==> src/rtl/banco_reg_sb_pkg.sv <==
// Constants shared by the register file, its scoreboard and the decode stage.
package banco_reg_sb_pkg;

  localparam int unsigned ANCHO_DEF = 32;
  localparam int unsigned N_DEF     = 5;
  localparam int unsigned REG_ZERO  = 0;

endpackage

==> src/rtl/banco_reg_sb_marcador_ocup.sv <==
// Busy scoreboard: one bit per destination register plus a running count of
// set bits, maintained incrementally so it never needs a popcount tree.
module marcador_ocup
  import banco_reg_sb_pkg::*;
#(
  parameter int N = N_DEF
) (
  input  logic            clk,
  input  logic            rst,
  input  logic            iss_en,
  input  logic [N-1:0]    iss_rd,
  input  logic            we,
  input  logic [N-1:0]    addr_rd,
  input  logic            flush,
  output logic [2**N-1:0] busy_vec,
  output logic [N:0]      pend_cnt
);

  localparam int NREG = 2**N;

  logic [NREG-1:0] busy_d, busy_q;
  logic [N:0]      cnt_d, cnt_q;
  logic            iss_ok, wb_ok, set_new, clr_old;

  always_comb begin
    iss_ok  = iss_en && (iss_rd != N'(REG_ZERO));
    wb_ok   = we && (addr_rd != N'(REG_ZERO));
    set_new = iss_ok && !busy_q[iss_rd];
    // A writeback colliding with a same-cycle issue leaves the bit set.
    clr_old = wb_ok && busy_q[addr_rd] && !(iss_ok && (iss_rd == addr_rd));
    busy_d  = busy_q;
    cnt_d   = cnt_q;
    if (flush) begin
      busy_d = '0;
      cnt_d  = '0;
    end else begin
      if (wb_ok)  busy_d[addr_rd] = 1'b0;
      if (iss_ok) busy_d[iss_rd]  = 1'b1;
      cnt_d = cnt_q + (N+1)'(set_new) - (N+1)'(clr_old);
    end
    busy_d[REG_ZERO] = 1'b0;
  end

  always_ff @(posedge clk or posedge rst) begin
    if (rst) begin
      busy_q <= '0;
      cnt_q  <= '0;
    end else begin
      busy_q <= busy_d;
      cnt_q  <= cnt_d;
    end
  end

  assign busy_vec = busy_q;
  assign pend_cnt = cnt_q;

endmodule

==> src/rtl/banco_reg_sb.sv <==
// Register file with NR combinational read ports, one write port, optional
// same-cycle write-to-read bypass and an integrated busy scoreboard.
module banco_reg_sb
  import banco_reg_sb_pkg::*;
#(
  parameter int ANCHO  = ANCHO_DEF,
  parameter int N      = N_DEF,
  parameter int NR     = 2,
  parameter int BYPASS = 1
) (
  input  logic                clk,
  input  logic                rst,
  input  logic                we,
  input  logic [N-1:0]        addr_rd,
  input  logic [ANCHO-1:0]    data_in,
  input  logic [NR*N-1:0]     addr_rs,
  output logic [NR*ANCHO-1:0] rs,
  input  logic                iss_en,
  input  logic [N-1:0]        iss_rd,
  input  logic                flush,
  output logic [NR-1:0]       hazard,
  output logic [2**N-1:0]     busy_vec,
  output logic [N:0]          pend_cnt
);

  localparam int NREG = 2**N;

  logic [ANCHO-1:0] mem_d [NREG];
  logic [ANCHO-1:0] mem_q [NREG];
  logic             wr_en;

  assign wr_en = we && (addr_rd != N'(REG_ZERO));

  // Each entry behaves as an enable register selected by the write address.
  always_comb begin
    for (int i = 0; i < NREG; i++) begin
      mem_d[i] = (wr_en && (addr_rd == N'(i))) ? data_in : mem_q[i];
    end
  end

  always_ff @(posedge clk or posedge rst) begin
    if (rst) begin
      for (int i = 0; i < NREG; i++) mem_q[i] <= '0;
    end else begin
      for (int i = 0; i < NREG; i++) mem_q[i] <= mem_d[i];
    end
  end

  generate
    for (genvar gi = 0; gi < NR; gi++) begin : g_rd
      logic [N-1:0]     a_sel;
      logic             byp;
      logic [ANCHO-1:0] rd_val;

      assign a_sel = addr_rs[gi*N +: N];

      always_comb begin
        byp = (BYPASS != 0) && we && (addr_rd == a_sel);
        if (a_sel == N'(REG_ZERO)) rd_val = '0;
        else if (byp)              rd_val = data_in;
        else                       rd_val = mem_q[a_sel];
        // Without bypass the consumer simply retries on the next cycle.
        hazard[gi] = busy_vec[a_sel] && !byp;
      end

      assign rs[gi*ANCHO +: ANCHO] = rd_val;
    end
  endgenerate

  marcador_ocup #(.N(N)) u_marcador (
    .clk      (clk),
    .rst      (rst),
    .iss_en   (iss_en),
    .iss_rd   (iss_rd),
    .we       (we),
    .addr_rd  (addr_rd),
    .flush    (flush),
    .busy_vec (busy_vec),
    .pend_cnt (pend_cnt)
  );

endmodule

==> config.mk <==
export PLATFORM = sky130hd
export DESIGN_NAME = banco_reg_sb
export DESIGN_NICKNAME = d
export VERILOG_FILES = /design/src/rtl/banco_reg_sb_pkg.sv /design/src/rtl/banco_reg_sb_marcador_ocup.sv /design/src/rtl/banco_reg_sb.sv
export SDC_FILE = /design/constraint.sdc
export NUM_CORES = 2
export LEC_CHECK = 0
export CORE_UTILIZATION = 51
export CTS_BUF_LIST = sky130_fd_sc_hd__clkbuf_16
export DETAILED_ROUTE_END_ITERATION = 7
export DONT_BUFFER_PORTS = 1
export HOLD_SLACK_MARGIN = 0.1
export PLACE_DENSITY = 0.66
export SYNTH_ARGS = -nofsm -noshare
export SYNTH_HDL_FRONTEND = slang
export SYNTH_HIERARCHICAL = 1
export SYNTH_SLANG_ARGS = --single-unit
==> constraint.sdc <==
create_clock -name clk -period 76.8 [get_ports clk]
set_input_delay 19.2 -clock clk [delete_from_list [all_inputs] [get_ports clk]]
set_output_delay 19.2 -clock clk [all_outputs]
set_load 0.02 [all_outputs]
==> results.toml <==
[run_status]
status = "complete, no violations"

[run]
cap_violations = 0

[yosys]
ys_ff_latch = 1061
syn-num-nets = 4161
synth.area.top_cells = "dfrtp_1 (46%), mux2_2 (19%), mux4_2 (16%)"
syn_avg_cell_area_um2 = 14.1
synth_area_um2 = 57900
synthDistinctLibCells = 68
netlist.area_leader.share = 0.458
ys_seq_area_frac = 0.458
synth_commonest_cells = "dfrtp_1 (1061), mux2_2 (987), mux4_2 (412)"
synthCells = 4097
ys_async_sr_fraction = 1.00
yosys_warnings = 6
yosysTopAreaCell = "dfrtp_1"
synth_edf_count = 0
synth_flop_cell = "dfrtp_1"
synth.most_common_cell = "dfrtp_1"

[floorplan]
rows = 123
start_util = 0.515
dieArea_um2 = 115000
die_w_um = 339
io_pins = 161
core_area_um2 = 112000
fp.dieH_um = 339

[detailed_routing]
wl_per_cell_um = 33.8
vias = 37900
drc_errors = 0
dr.pass1.iters = 8
dr.first_iter.drc_count = 3770
final_antenna_net_count = 0
viasPerCell = 7.02
wl_um = 182000

[global_route]
grt_pass1_wl_um = 269000
grt_antenna_before_repair = 5
gr-total-overflow = 0
grt_max_degree = 337
grt_pass1_vias = 38200
grt_use_total = 0.318

[clock_tree]
htree_num_levels = 3
cts.sinks = 1061
cts_resized = 0
root_buffer = "clkbuf_16"
clockBufferDepth = 3
cts_setup_buffers = 0
cts_buffers = 115
insertion_delay_ps = 680
clkSlewWorstSetupHoldPaths_ps = 60
tritoncts = "yes"
cts_hold_buf = 0

[timing]
clock_skew_ps = 8.22
finalSetupViolations = 0
holdWs_ps = 398
slew_viol_final = 0
min_period_over_period = 0.546
worst_slew_pin_slew_ps = 1410
fmax_ghz = 0.0239
finalHoldViolCount = 0
relSlewSlack = 0.0570
rsz0062_at_grt = "false"
min_period_ps = 41910
finalSetupTns_ps = 0

[setup_path]
critPathKind = "in -> out"
crit_path_top_delay_cell = "nor2_2"
critPathArrivalTime_ps = 22710
cp_top_family = "simple AND/OR/NAND/NOR gates"
cp_max_fo = 336
slowest_delay_ps = 1190
path_cells = "xor2_1 -> nor4_1 -> nand3_4 -> nor2_2 -> o2bb2ai_1"
required_ps = 57600
critPathCaptureType = "output pin"
cp-start-kind = "input pin"
crit_buf_inv = 0

[finish]
fin_nets = 3872
num-fill-cells = 9167
utilization = 0.552
layout-drive-gt1-share = 0.436
area_growth_pct = 7.12
diodes = 0
finalInstanceArea_um2 = 62000

[pwr]
ir_drop_uv = 18.3
p_per_area_nw_per_um2 = 25.6
power_w = 0.00159
power_leakage_nw = 26.7

[placed_design]
place_area_um2 = 58300
io_buffers = 0
hpwlAfterDp_um = 95500
place.gp.congestion = 0.839

[min_path]
hp-class = "reg -> reg"
[sequential cells by signal, indices dropped and copies added (netlist names)]
name,count
mem_q,1024
u_marcador/busy_vec,31
u_marcador/pend_cnt,6
[through the flow]
stage / worst slack [ps] / instances
3_3_place_gp: 35060 / 5191
5_1_grt: 34920 / 5400
6_report: 34890 / 5400
4_1_cts: 35080 / 5400
2_1_floorplan: 28780 / 4097
3_5_place_dp: 35110 / 5191
[area by class of cell]
| cell class | instances | area (um^2) | area share |
|---|---|---|---|
| Timing Repair Buffer | 65 | 526 | 0.00847 |
| Clock inverter | 91 | 746 | 0.0120 |
| Sequential cell | 1061 | 26600 | 0.428 |
| Multi-Input combinational cell | 2538 | 29300 | 0.472 |
| Clock buffer | 118 | 2950 | 0.0476 |
| Tap cell | 1500 | 1880 | 0.0302 |
| Inverter | 27 | 109 | 0.00175 |
[kinds of logic (layout without fill, tap and decap cells)]
| family | Yosys count | count (layout) | share of synthesized area |
|---|---|---|---|
| other | 1 | 1 | 0.0000647 |
| multiplexers | 1680 | 1680 | 0.403 |
| buffers and inverters | 498 | 301 | 0.0407 |
| AO/OA/AOI/OAI | 572 | 572 | 0.0721 |
| flip-flops | 1061 | 1061 | 0.458 |
| adder cells (fa/ha/maj) | 7 | 7 | 0.00164 |
| XOR/XNOR | 18 | 18 | 0.00272 |
| AND/OR/NAND/NOR | 260 | 260 | 0.0217 |
[layout by cell type, fill, tap and decap left out, types with 9 or more instances in the layout]
cell and instances:
mux2_2 987, nand2_2 9, a2111oi_0 22, buf_4 62
a221oi_1 10, nand2_1 78, a2111oi_2 21, o22ai_1 39
o221a_2 9, dfrtp_1 1061, mux2_1 19, a22o_1 62
mux2i_1 256, o21ai_0 63, clkinv_2 18, a211oi_1 29
a21oi_1 117, nand2b_1 10, o221ai_1 60, a31oi_1 26
nor2_4 14, nand3_1 12, clkbuf_16 118, nor2b_1 22
nor2_1 47, bufinv_16 11, a22oi_1 86, inv_1 53
clkinv_1 28, xor2_1 10, mux4_2 412
[routing by layer]
| metal | global-route usage | share of wire |
|---|---|---|
| met5 | 0 | 0.00014 |
| met3 | 0.0634 | 0.085 |
| met4 | 0.111 | 0.036 |
| met1 | 0.443 | 0.41 |
| met2 | 0.498 | 0.47 |
[report_power, final]
group | internal [W] | total (W) | leakage [nW] | switching [W]
clock | 0.000313 | 0.000553 | 1.91 | 0.000239
combinational | 0.000181 | 0.000295 | 11.1 | 0.000114
sequential | 0.000663 | 0.000739 | 13.6 | 0.0000762
[path summary, 6_finish.rpt]
check / cells after the start / start / slack [ps] / to
setup reg to reg: 12 / u_marcador/busy_vec[18]$_DFF_PP0_ / 73410 / u_marcador/pend_cnt[5]$_DFF_PP0_
hold / removal: 0 / mem_q[1021]$_DFFE_PP0P_ / 400 / mem_q[1021]$_DFFE_PP0P_
max in group asynchronous: 4 / rst / 55100 / mem_q[747]$_DFFE_PP0P_
min in group asynchronous: 1 / rst / 18530 / mem_q[935]$_DFFE_PP0P_
setup / recovery: 5 / addr_rs[5] / 34890 / rs[51]
hold reg to reg: 0 / mem_q[1021]$_DFFE_PP0P_ / 400 / mem_q[1021]$_DFFE_PP0P_
(Power assumes the default switching activity.)
